### src/rtl/sys_defs.sv
`default_nettype none
// ============================================================================
// Module : sys_defs
// Brief  : Shared fetch/dispatch definitions: IF_ID_PACKET, NOP, queue depth.
// Rev    : 1.0
// ============================================================================
package sys_defs;

    localparam int          DEF_FETCH_Q_DEPTH = 4;
    localparam logic [31:0] NOP_INST          = 32'h0000_0013;

    typedef struct packed {
        logic        valid;
        logic [31:0] inst;
        logic [31:0] PC;
        logic [31:0] NPC;
    } IF_ID_PACKET;

endpackage
`default_nettype wire

### src/rtl/inst_fifo.sv
`default_nettype none
// ============================================================================
// Module : inst_fifo
// Brief  : Power-of-two circular buffer of IF_ID_PACKETs with flush.
// Rev    : 1.0
// ============================================================================
module inst_fifo
    import sys_defs::*;
#(
    parameter  int DEPTH = DEF_FETCH_Q_DEPTH,
    localparam int AW    = $clog2(DEPTH),
    localparam int CW    = AW + 1
) (
    input  logic          clock,
    input  logic          reset,
    input  logic          push,
    input  IF_ID_PACKET   push_data,
    input  logic          pop,
    input  logic          flush,
    output IF_ID_PACKET   head,
    output logic [CW-1:0] count,
    output logic          empty,
    output logic          full
);

    logic [AW-1:0] head_q, head_d;
    logic [AW-1:0] tail_q, tail_d;
    logic [CW-1:0] count_q, count_d;
    IF_ID_PACKET   mem_q [DEPTH];

    // Pointers wrap naturally because DEPTH is a power of two.
    always_comb begin
        head_d  = head_q;
        tail_d  = tail_q;
        count_d = count_q;
        if (flush) begin
            head_d  = '0;
            tail_d  = '0;
            count_d = '0;
        end else begin
            if (push) tail_d = tail_q + 1'b1;
            if (pop)  head_d = head_q + 1'b1;
            case ({push, pop})
                2'b10:   count_d = count_q + 1'b1;
                2'b01:   count_d = count_q - 1'b1;
                default: count_d = count_q;
            endcase
        end
    end

    always_ff @(posedge clock) begin
        if (!reset) begin
            head_q  <= '0;
            tail_q  <= '0;
            count_q <= '0;
        end else begin
            head_q  <= head_d;
            tail_q  <= tail_d;
            count_q <= count_d;
        end
    end

    always_ff @(posedge clock) begin
        if (push && !flush) mem_q[tail_q] <= push_data;
    end

    assign head  = mem_q[head_q];
    assign count = count_q;
    assign empty = (count_q == '0);
    assign full  = (count_q == CW'(DEPTH));

    a_no_push_full: assert property (@(posedge clock) disable iff (!reset) !(push && full && !flush));
    a_no_pop_empty: assert property (@(posedge clock) disable iff (!reset) !(pop && empty && !flush));

endmodule
`default_nettype wire

### src/rtl/ifetch_queue.sv
`default_nettype none
// ============================================================================
// Module : ifetch_queue
// Brief  : Single-outstanding instruction fetch with buffered IF_ID output.
// Rev    : 1.0
// ============================================================================
module ifetch_queue
    import sys_defs::*;
#(
    parameter  int          FETCH_Q_DEPTH = DEF_FETCH_Q_DEPTH,
    parameter  logic [31:0] RESET_PC      = 32'h0000_0000,
    localparam int          CW            = $clog2(FETCH_Q_DEPTH) + 1
) (
    input  logic          clock,
    input  logic          reset,
    input  logic          redirect_en,
    input  logic [31:0]   redirect_pc,
    input  logic          dispatch_stall,
    output IF_ID_PACKET   if_id_packet,
    output logic          proc2Imem_req,
    output logic [31:0]   proc2Imem_addr,
    input  logic          Imem2proc_valid,
    input  logic [63:0]   Imem2proc_data,
    output logic [CW-1:0] fq_count
);

    typedef enum logic [1:0] {
        IDLE = 2'd0,
        WAIT = 2'd1,
        DROP = 2'd2
    } fetch_state_e;

    fetch_state_e state_q, state_d;
    logic [31:0]  fetch_pc_q, fetch_pc_d;
    logic         push, pop, can_req;
    logic         fifo_empty, fifo_full;
    IF_ID_PACKET  push_data, fifo_head;

    always_comb begin
        state_d       = state_q;
        fetch_pc_d    = fetch_pc_q;
        push          = 1'b0;
        can_req       = reset & ~fifo_full & ~redirect_en;
        proc2Imem_req = 1'b0;

        push_data.valid = 1'b1;
        push_data.inst  = fetch_pc_q[2] ? Imem2proc_data[63:32] : Imem2proc_data[31:0];
        push_data.PC    = fetch_pc_q;
        push_data.NPC   = fetch_pc_q + 32'd4;

        unique case (state_q)
            IDLE: begin
                proc2Imem_req = can_req;
                if (can_req) state_d = WAIT;
            end
            WAIT: begin
                // A response coinciding with a redirect is stale and dropped.
                if (Imem2proc_valid) begin
                    state_d = IDLE;
                    if (!redirect_en) begin
                        push       = 1'b1;
                        fetch_pc_d = fetch_pc_q + 32'd4;
                    end
                end else if (redirect_en) begin
                    state_d = DROP;
                end
            end
            DROP: begin
                if (Imem2proc_valid) state_d = IDLE;
            end
            default: state_d = IDLE;
        endcase

        if (redirect_en) fetch_pc_d = redirect_pc;
    end

    always_ff @(posedge clock) begin
        if (!reset) begin
            state_q    <= IDLE;
            fetch_pc_q <= RESET_PC;
        end else begin
            state_q    <= state_d;
            fetch_pc_q <= fetch_pc_d;
        end
    end

    assign proc2Imem_addr = {fetch_pc_q[31:3], 3'b000};

    always_comb begin
        if_id_packet.valid = 1'b0;
        if_id_packet.inst  = NOP_INST;
        if_id_packet.PC    = 32'h0;
        if_id_packet.NPC   = 32'h0;
        if (!fifo_empty) begin
            if_id_packet       = fifo_head;
            if_id_packet.valid = fifo_head.valid & reset & ~redirect_en;
        end
    end

    assign pop = if_id_packet.valid & ~dispatch_stall;

    inst_fifo #(
        .DEPTH (FETCH_Q_DEPTH)
    ) u_inst_fifo (
        .clock     (clock),
        .reset     (reset),
        .push      (push),
        .push_data (push_data),
        .pop       (pop),
        .flush     (redirect_en),
        .head      (fifo_head),
        .count     (fq_count),
        .empty     (fifo_empty),
        .full      (fifo_full)
    );

endmodule
`default_nettype wire

### config.mk
export PLATFORM = sky130hd
export DESIGN_NAME = ifetch_queue
export DESIGN_NICKNAME = d
export VERILOG_FILES = /design/src/rtl/sys_defs.sv /design/src/rtl/inst_fifo.sv /design/src/rtl/ifetch_queue.sv
export SDC_FILE = /design/constraint.sdc
export NUM_CORES = 1
export LEC_CHECK = 0
export CAP_MARGIN = 20
export CORE_UTILIZATION = 55
export DETAILED_ROUTE_END_ITERATION = 8
export PLACE_DENSITY = 0.85
export SYNTH_ARGS = -nofsm -noshare
export SYNTH_HDL_FRONTEND = slang
export SYNTH_SLANG_ARGS = --single-unit
### constraint.sdc
create_clock -name clock -period 9.5 [get_ports clock]
set_clock_uncertainty 0.2 [all_clocks]
set_input_delay 1.425 -clock clock [delete_from_list [all_inputs] [get_ports clock]]
set_output_delay 1.425 -clock clock [all_outputs]
set_load 0.005 [all_outputs]
Yosys cells after proc, flatten, opt, wreduce, memory -nomap -nowiden --
Memories as Yosys holds them, arrays and structs flattened. A register that Yosys moved wholly into a read port is not among the register bits. Cells that the tools add are included.
Storage, ports and cells: bits of input ports 101, ROM bits 0, logic and storage cells 57, RAM bits 384, output and inout port bits 133, bits in latches 0, register bits after elaboration 41, memories kept 1
Memories:
- u_inst_fifo.mem_q | depth 4, width 96, rd ports 1, clocked after Yosys merged registers in 1, write ports 1, line inst_fifo.sv:29 | IF_ID_PACKET mem_q [DEPTH];
Operators by class: mux-type cells 19, multiply operators 0, $lt $le $gt $ge 0, add/sub/neg operators 5, bitwise logic cells 9, div/mod/pow operators 0, equal/unequal tests 8, shifts and indexed selects 0, reduce and logical (&&, ||, !) cells 10
Operator list (count):
- $mux W32 | 4
- $mux W97 | 1
- $add A32 B3 Y32 const B | 1
- $mux W2 | 6
- $mux W1 | 6
- $pmux W2 S3 | 1
- $pmux W3 S2 | 1
- $reduce_bool A2 Y1 | 3
- $add A2 B1 Y2 const B | 2
- $and A1 B1 Y1 | 4
- $eq A2 B1 Y1 const B | 2
- $eq A2 B2 Y1 const B | 2
- $ne A2 B2 Y1 const B | 2
- $not A1 Y1 | 4
- $add A3 B1 Y3 const B | 1
- $eq A3 B3 Y1 const B | 1
- $logic_not A3 Y1 | 1
- $ne A3 B3 Y1 const B | 1
- $reduce_and A3 Y1 | 1
- $sub A3 B1 Y3 const B | 1
- $logic_not A2 Y1 | 1
- $reduce_and A2 Y1 | 1
- $reduce_or A2 Y1 | 1
- $and A1 B1 Y1 const A | 1
- 2 further kinds | 2

Logic depth before layout (Yosys ltp) --
Gate-level depths: netlist of the first run.
word-level depth 6, mapped depth 10, depth with buffers taken out 9

Hierarchy --
From an unflattened synthesis of the first run, not the netlist that was laid out.
Unflattened totals: cells, all modules 1027, area, all modules 17958.5 um^2
By module, submodules not included:
- inst_fifo | cells each 556, area each 14428.8 um^2, seq. area each 11831.3 um^2, instances 1
- ifetch_queue | cells each 471, area each 3529.6 um^2, seq. area each 680.7 um^2, instances 1

Least setup slack after synthesis of the first run --
No wires, ideal clock.
path type input to register, from in Imem2proc_valid, to mem u_inst_fifo.mem_q[0][10] in the netlist's numbering, enable pin, arrival time 4.308 ns, slack 4.528 ns, library setup time 0.464 ns, data required time 8.836 ns, cell stages on the path 4, buffers on the path 2, cells stage by stage and3b_1 > clkbuf_1 > clkbuf_1 > and3_1
Between the ends: longest elaborated chain between the ends 5
RTL lines:
- start: declaration | line ifetch_queue.sv:22 | input logic Imem2proc_valid,
- $mux W1 | line ifetch_queue.sv:58 | if (Imem2proc_valid) begin
- $mux W1 | line ifetch_queue.sv:51 | unique case (state_q)
- $logic_and A1 B1 Y1 | line inst_fifo.sv:64 | if (push && !flush) mem_q[tail_q] <= push_data;
- $mux W1 | line inst_fifo.sv:64
- $mux W1 (implied by the code) | line inst_fifo.sv:64
- end: declaration | line inst_fifo.sv:29
No other way between the ends.

Worst setup path in the final report of the first run --
from in reset, to out proc2Imem_req
Between the ends: longest elaborated chain between the ends 3
RTL lines:
- start: declaration | line ifetch_queue.sv:15 | input logic reset,
- $and A1 B1 Y1 (2 in a row) | line ifetch_queue.sv:43 | can_req = reset & ~fifo_full & ~redirect_en;
- $mux W1 | line ifetch_queue.sv:51
- end: declaration | line ifetch_queue.sv:20 | output logic proc2Imem_req,
No other way between the ends.

==> summary by stage, run 1 <==
Status
The flow ran to the end, and the final reports show no timing, DRC or antenna violations.

Worst setup path
STA classifies the critical path endpoint as an output pin. The critical path arrival is 3.93 ns. The required arrival time at the worst endpoint is 7.88 ns. The critical path startpoint is reset. The maximum net fanout on the critical path is 38. The worst setup path is launched from a primary input.

The worst setup path is of the in2out kind. The startpoint identified for the worst register-to-register timing path is fetch_pc_q[2].

GRT
Entering global routing, the biggest net connects 67 pins. The total congestion overflow after global routing is 0. The number of global-route vias before repair is 10000. The first global-routing pass estimated 57.4 mm of wire.

The total global routing track utilization is 0.230. The initial antenna violation count is 2.

Clocking
The number of buffers inserted by hold repair at cts is 0. The number of clock buffers added by TritonCTS is 42. The clock reaches the later pin of the worst-skew pair after 0.54 ns. The clock tree root buffer cell is sky130_fd_sc_hd__clkbuf_16. The CTS tree is built. The clock transition at the register clock pins on the worst setup and hold paths after CTS is 0.06 ns. The total number of H-tree levels is 2. Once the clock tree was built, the resizer swapped 0 gates to a different size. For this design, the sink count on the clock tree is 419. The buffer count from post-CTS setup fixing is 0. The maximum buffer depth of the clock tree is 3.

Synthesis
Each instance of the synthesized netlist takes up on average between 15 and 20 sq um. Of the total synthesized cell area, the portion taken by AND, OR, NAND and NOR gates is 0.0829. The total of warnings raised by yosys is 0. Of the post-synthesis cell area, the dominant cell type holds 0.641.

The share of the Yosys chip area taken by registers is 0.690. Measured against the total synthesized area, the mux share comes to 0.142. Of the total synthesized cell area, the portion taken by XOR and XNOR cells is 0.0194. The flip-flop cell with the highest count after synthesis is sky130_fd_sc_hd__edfxtp_1. Yosys attributes the largest share of cell area to sky130_fd_sc_hd__edfxtp_1, sky130_fd_sc_hd__mux4_2, sky130_fd_sc_hd__dfxtp_1. The cell taking the most area after synthesis is sky130_fd_sc_hd__edfxtp_1.

After synthesis the netlist holds a flip-flop and latch count of ~420. After synthesis, the netlist uses between 50 and 60 different library cells. The complex-gate fraction of the synthesized area is 0.0276.

The main combinational cell family by area after synthesis is multiplexers. The gate count after technology mapping is 1031. The summed instance area of the synthesized netlist is 0.0176 sq mm. Of all flip-flops after synthesis, the portion carrying an async set or reset was 0. The post-synthesis adder-cell area fraction is 0.00540.

Counting flops with a built-in enable in the synthesized netlist gives 376.

Timing
The peak clock frequency supported by timing is roughly 180 MHz. The final max-slew violation count is 0. Of the available clock period, the critical path in the final layout requires 0.585. The number of failing hold endpoints at the final stage is 0.

Final hold analysis gives a worst-case slack of 0.300 ns. For the final routed database, the setup TNS stands at 0 ns. The minimum period implied by the final worst setup slack is 5.56 ns. Setup repair after global routing left no endpoint under its margin. Setup violations remaining at the end of the flow were counted as 0.

The normalized max-slew margin is 0.234. The transition at the pin with the smallest max-transition slack is 1.14 ns.

Layout
In the layout the commonest cells are sky130_fd_sc_hd__edfxtp_1, sky130_fd_sc_hd__clkdlybuf4s50_1, sky130_fd_sc_hd__nor2b_1, sky130_fd_sc_hd__mux4_2, sky130_fd_sc_hd__clkbuf_16. The layout overhead on the synthesized area is 21.4%. The library cell used most frequently in the layout, excluding fill and tap cells, is sky130_fd_sc_hd__edfxtp_1. The final net count is 1326. Summing all multi-input logic gate instances after layout gives 0.00493 sq mm. After filler insertion, the fill cell instance count of the layout stands at 2076. The proportion of layout cells with a drive suffix above 1 is 0.173.

In the final layout, flip-flops and latches occupy 0.0122 sq mm.

Floorplan
The core region area is between 0.03 and 0.04 sq mm. The die area is 0.0328 sq mm. The width of the chip is 181 um. The initial utilization of the core area, before any placement, comes to 0.558. 234 I/O pins were placed. The placement row count is 65. The die is 181 um tall.

Power and ir drop
Of the total power, the share spent switching nets is 0.203. The share of total power dissipated in combinational logic is 0.040. The analysis attributes to net switching a power of 0.775 mW. The clock group share of total power is 0.418. The internal portion of the total power is about 3.0 mW. For this design the static power due to leakage is 6.66 nW.

The total power divided by cell area is around 180 mW/mm^2. The sequential fraction of design power is 0.542. The peak ir drop on the vdd network is 0.000158 V.

Routing
The length of the first detailed-routing pass in iterations is 5. The average wire length per cell after detail routing is 22.4 um. The detail route stage leaves a number of antenna-violating nets equal to 0. The detailed-route vias per instance is 5.89. The number of remaining DRC errors is 0. After detailed routing, the total wire length is 37.1 mm. The iteration-0 DRC count of the detailed router is approximately 800. For this block, the via count after detailed routing is 9752.

Hold path
The worst min-delay path class is reg2reg. In this run the most critical hold path is launched from u_inst_fifo.tail_q[1].

Place
Detailed placement finished with a half-perimeter wire length of 22.4 mm. The count of input and output buffers is 230. The final weighted congestion in routability-driven placement is 0.787.

Run
The total of max-cap violations is 0.
critical path, cell delays in order:
cell and delay, ns:
sky130_fd_sc_hd__clkdlybuf4s50_1 0.49, sky130_fd_sc_hd__buf_4 0.35, sky130_fd_sc_hd__nand2b_1 0.35, sky130_fd_sc_hd__a2111oi_0 0.64, sky130_fd_sc_hd__clkdlybuf4s50_1 0.67
final timing paths:
kind	endpoint	slack [ns]	depth (start not counted)
worst max register to register	u_inst_fifo.mem_q[0][28]	5.64	5
worst min-delay path	u_inst_fifo.tail_q[1]	0.30	2
worst max-delay path	proc2Imem_req	3.94	5
worst min register to register	u_inst_fifo.tail_q[1]	0.30	2
per-stage QoR:
| stage | utilization | area, sq um | power, mW | worst slack, ns | cells |
|---|---|---|---|---|---|
| global placement | 0.635 | 20000 | 2.25 | 4.06 | 1576 |
| finish | 0.678 | 21400 | 3.82 | 3.94 | 1656 |
| CTS | 0.678 | 21400 | 3.84 | 3.97 | 1654 |
| detailed placement | 0.635 | 20000 | 2.26 | 4.00 | 1576 |
| floorplan | - | 17600 | 2.18 | 4.53 | 1033 |
| global route | 0.678 | 21400 | 3.93 | 3.79 | 1655 |
layout make-up:
cell class	instances	area share
clock buffer	58	0.0548
tap	402	0.0235
multi-input combinational	502	0.231
antenna	2	0.000234
inverter	11	0.00193
timing repair buffer	242	0.112
clock inverter	20	0.00831
sequential	419	0.569
per-layer routing:
layer	routed length, um	vias to the layer above	GRT usage	share of wire
li1	-	4383	-	-
met1	15700	4945	0.318	0.42
met2	18000	373	0.376	0.48
met3	2770	51	0.0456	0.075
met4	671	0	0.0614	0.018
met5	0	-	0	0
synth_stat cells (all sizes together), types with 18 or more instances:
master    n
nand3    21
buf      61
o21ai    31
xor2     18
nor2b    97
edfxtp  376
mux4     94
mux2     33
dfxtp    43
clkbuf   40
nand2    22
xnor2    21
flip-flops by register name, indices dropped and copies added (netlist names), named ones only:
register	count
state_q	2
u_inst_fifo.count	3
u_inst_fifo.head_q	2
fetch_pc_q	32
u_inst_fifo.mem_q	376
u_inst_fifo.tail_q	2
power groups by stage:
stage	registers, mW	logic, mW	clock network, mW
2_1_floorplan	2.09	0.0880	0
6_report	2.07	0.154	1.60
3_5_place_dp	2.11	0.152	0
4_1_cts	2.07	0.154	1.62
5_1_grt	2.07	0.166	1.69
3_3_place_gp	2.11	0.146	0
logic make-up after synthesis:
| logic type | after synthesis |
|---|---|
| other | 1 |
| buffers and inverters | 112 |
| flip-flops | 419 |
| AND/OR/NAND/NOR | 246 |
| adder cells (fa/ha/maj) | 7 |
| AO/OA/AOI/OAI | 78 |
| XOR/XNOR | 39 |
| multiplexers | 129 |
No activity file was read; power rests on OpenSTA's default activity.
==> inputs of run 2 (changes only) <==
--- a/config.mk
+++ b/config.mk
@@ -6,9 +6,9 @@
 export NUM_CORES = 1
 export LEC_CHECK = 0
 export CAP_MARGIN = 20
-export CORE_UTILIZATION = 55
+export CORE_UTILIZATION = 50
 export DETAILED_ROUTE_END_ITERATION = 8
-export PLACE_DENSITY = 0.85
+export PLACE_DENSITY = 0.81
 export SYNTH_ARGS = -nofsm -noshare
 export SYNTH_HDL_FRONTEND = slang
 export SYNTH_SLANG_ARGS = --single-unit
==> constraint.sdc (replaced) <==
create_clock -name clock -period 4.59 [get_ports clock]
set_clock_uncertainty 0.2 [all_clocks]
set_input_delay 0.6885 -clock clock [delete_from_list [all_inputs] [get_ports clock]]
set_output_delay 0.6885 -clock clock [all_outputs]
set_load 0.005 [all_outputs]
==> run 2 against run 1 <==
Against the previous run:
- sequential power rose by 110%
- register-to-register slack worse by 4.3 ns
- critical path depth unchanged
- sequential share of layout area is 0.66 points lower
- flip-flop and latch count unchanged
- worst hold slack improved by 0.015 ns
==> summary by stage, run 2 (synthesis gave the netlist of run 1 again) <==
Floorplan
The I/O pin total came to 234 (unchanged). The width of the chip is 190 um (+4.8%). The effective utilization at floorplan is 0.509 (-0.0495). The placement row count is 68 (+4.6%). The height of the chip is 190 um (+4.8%). The die area came to 0.0360 sq mm (+9.9%). The core region area is 0.0346 sq mm (+9.7%).

Routing
The total via count in the routed design is 9905 (+1.6%). The average wire length per cell after detail routing was 22.0 um (-1.8%). The total wire length is 37.8 mm (+2.0%). The length of the first detailed-routing pass in iterations is 7 (+2). The detailed-route vias per instance is 5.76 (-2.2%). The final antenna-violating net count is 0 (unchanged). The iteration-0 DRC count of the detailed router was 823 (+3.7%).

The number of remaining DRC errors was 0 (unchanged).

Clocking
The post-CTS resize count is 0 (unchanged). The clock latency of the later-clocked register in the worst-skew pair is 0.54 ns (about the same). The total number of H-tree levels is 2 (unchanged).

The maximum buffer depth of the clock tree is 3 (unchanged). The buffer count from post-CTS setup fixing is 0 (unchanged). The number of buffers created by CTS is 42 (unchanged).

The CTS tree is built. The clock transition at the register clock pins on the worst setup and hold paths after CTS was 0.06 ns (about the same). The number of sinks handled by clock tree synthesis is 419 (unchanged).

The number of buffers inserted by hold repair at cts is 0 (unchanged). The cell sitting at the root of the clock tree is a sky130_fd_sc_hd__clkbuf_16.

Layout
The fraction of the core area covered by cells at the end of the flow was 0.625 (-0.0529). The final net count is 1338 (+0.90%). The number of flip-flops under the largest register name is 376 (unchanged). u_inst_fifo.mem_q holds more flip-flops than any other register. The proportion of layout cells with a drive suffix above 1 is 0.178 (+0.00562). The final cell area excluding filler cells is 0.0216 sq mm (+1.2%). The most common library cell in the layout ignoring fill and taps is sky130_fd_sc_hd__edfxtp_1. In the layout the commonest cells are sky130_fd_sc_hd__edfxtp_1, sky130_fd_sc_hd__clkdlybuf4s50_1, sky130_fd_sc_hd__nor2b_1, sky130_fd_sc_hd__mux4_2, sky130_fd_sc_hd__clkbuf_16.

The area growth from synthesis to layout is 22.8%. The final non-filler cell total is 1719 (+3.8%).

Worst setup path
The required arrival time at the worst endpoint was 3.70 ns (-4.18 ns). The worst setup path is launched from a primary input. The largest individual stage delay along the critical path comes from the cell sky130_fd_sc_hd__a2111oi_0. The total buffers and inverters traversed by the critical path is 3 (unchanged).

The maximum net fanout on the critical path was 12 (-68%). The cell family contributing the most delay on the critical path is buffers and inverters. The critical path is of the in2out type. The delay of the slowest critical-path stage was 0.72 ns (+0.05 ns). The critical path endpoint category is an output pin. The signal on the critical path passes through clkdlybuf4s50_1 -> nand2b_1 -> buf_4 -> a2111oi_0 -> clkdlybuf4s50_1. By instance count, the cell type seen most on the critical path is sky130_fd_sc_hd__clkdlybuf4s50_1.

The critical path arrival is 2.84 ns (-1.09 ns).

Timing
The transition at the pin with the smallest max-transition slack was 1.16 ns (+0.0237 ns). The final worst-path setup slack was 0.863 ns (-3.08 ns). The final number of setup-violating endpoints was 0 (unchanged). The normalized max-slew margin is 0.217 (-0.0166).

The number of failing hold endpoints at the final stage is 0 (unchanged). The worst hold slack was 0.316 ns (+0.0153 ns). Setup repair after global routing left no endpoint under its margin. The total negative slack for setup checks came to 0 ns (unchanged). Of the available clock period, the critical path in the final layout requires 0.812.

Static timing analysis puts the maximum clock frequency at ~270 MHz. The final max-slew violation count was 0 (unchanged). The smallest clock period supported by the final layout is computed as 3.73 ns.

GRT
The total global routing track utilization came to 0.211 (-0.0191). The maximum number of pins on one net before global-route repair was 76 (+13%). The wire length of the first global-routing pass is 57.2 mm (-0.35%). The total congestion overflow after global routing is 0 (unchanged). The number of global-route vias before repair came to 9887 (-1.5%). The initial antenna violation count is 1 (-1).

Place
The pre-CTS worst setup slack was 0.937 ns (-3.06 ns). The detailed-placement wirelength estimate is 23.7 mm (+6.1%). The final weighted congestion in routability-driven placement is 0.779 (-1.0%). The number of cells in the design after placement came to 1641 (+4.1%). The placed standard-cell area is 0.0203 sq mm (+1.2%).

The count of input and output buffers is 230 (unchanged).

Power and ir drop
The switching power is 1.59 mW (+110%). The clock group share of total power is 0.423 (+0.005). The share of power burned in combinational logic is 0.042 (+0.002). The sequential fraction of design power is 0.535 (-0.007).

The net switching fraction of the power is 0.199 (-0.00337). The peak ir drop on the vdd network came to 0.000212 V (+34%). The internal cell power is 6.40 mW (+110%). The static power due to leakage is 6.76 nW (+1.5%). The total chip power is 8.00 mW (+110%).

The total power divided by cell area came to 370 mW/mm^2 (+110%).

Status
The flow ran to the end, and the final reports show no timing, DRC or antenna violations.

Hold path
The worst min-delay path class is reg2reg.

Run
The total of max-cap violations is 0 (unchanged).
==> run 2: worst paths after layout <==
| path | startpoint | to | slack, ns | cells after the start |
|---|---|---|---|---|
| worst max register to register | fetch_pc_q[3] | u_inst_fifo.mem_q[3][30] | 1.39 | 6 |
| worst min register to register | u_inst_fifo.tail_q[1] | u_inst_fifo.tail_q[1] | 0.32 | 2 |
| worst min-delay path | u_inst_fifo.tail_q[1] | u_inst_fifo.tail_q[1] | 0.32 | 2 |
| worst max-delay path | redirect_en | proc2Imem_req | 0.86 | 5 |
==> run 2: layout make-up <==
type                    count  area, sq um
diodes                      1         2.50
clock buffers              55         1120
clock inverters            22          250
fillers                  2438        13000
inverters                  11         41.3
multi-input cells         502         4930
flip-flops and latches    419        12200
well taps                 455          569
repair buffers            254         2560
==> run 2: worst min-delay path, stage by stage (launching register included) <==
cell,delay (ns)
sky130_fd_sc_hd__dfxtp_1,0.34
sky130_fd_sc_hd__nand2_1,0.07
sky130_fd_sc_hd__a21oi_1,0.06
==> run 2: power by group through the flow <==
stage	Clock [mW]	Sequential, mW	Combinational (mW)
2_1_floorplan	0	4.32	0.182
3_3_place_gp	0	4.35	0.326
3_5_place_dp	0	4.36	0.337
4_1_cts	3.43	4.28	0.340
5_1_grt	3.59	4.28	0.362
6_report	3.38	4.28	0.338
==> run 2: routing by layer <==
| metal | share of wire | vias to the layer above | global-route usage |
|---|---|---|---|
| met5 | 0 | - | 0 |
| met4 | 0.016 | 0 | 0.0533 |
| li1 | - | 4409 | - |
| met3 | 0.083 | 52 | 0.0424 |
| met1 | 0.43 | 5011 | 0.298 |
| met2 | 0.47 | 433 | 0.337 |
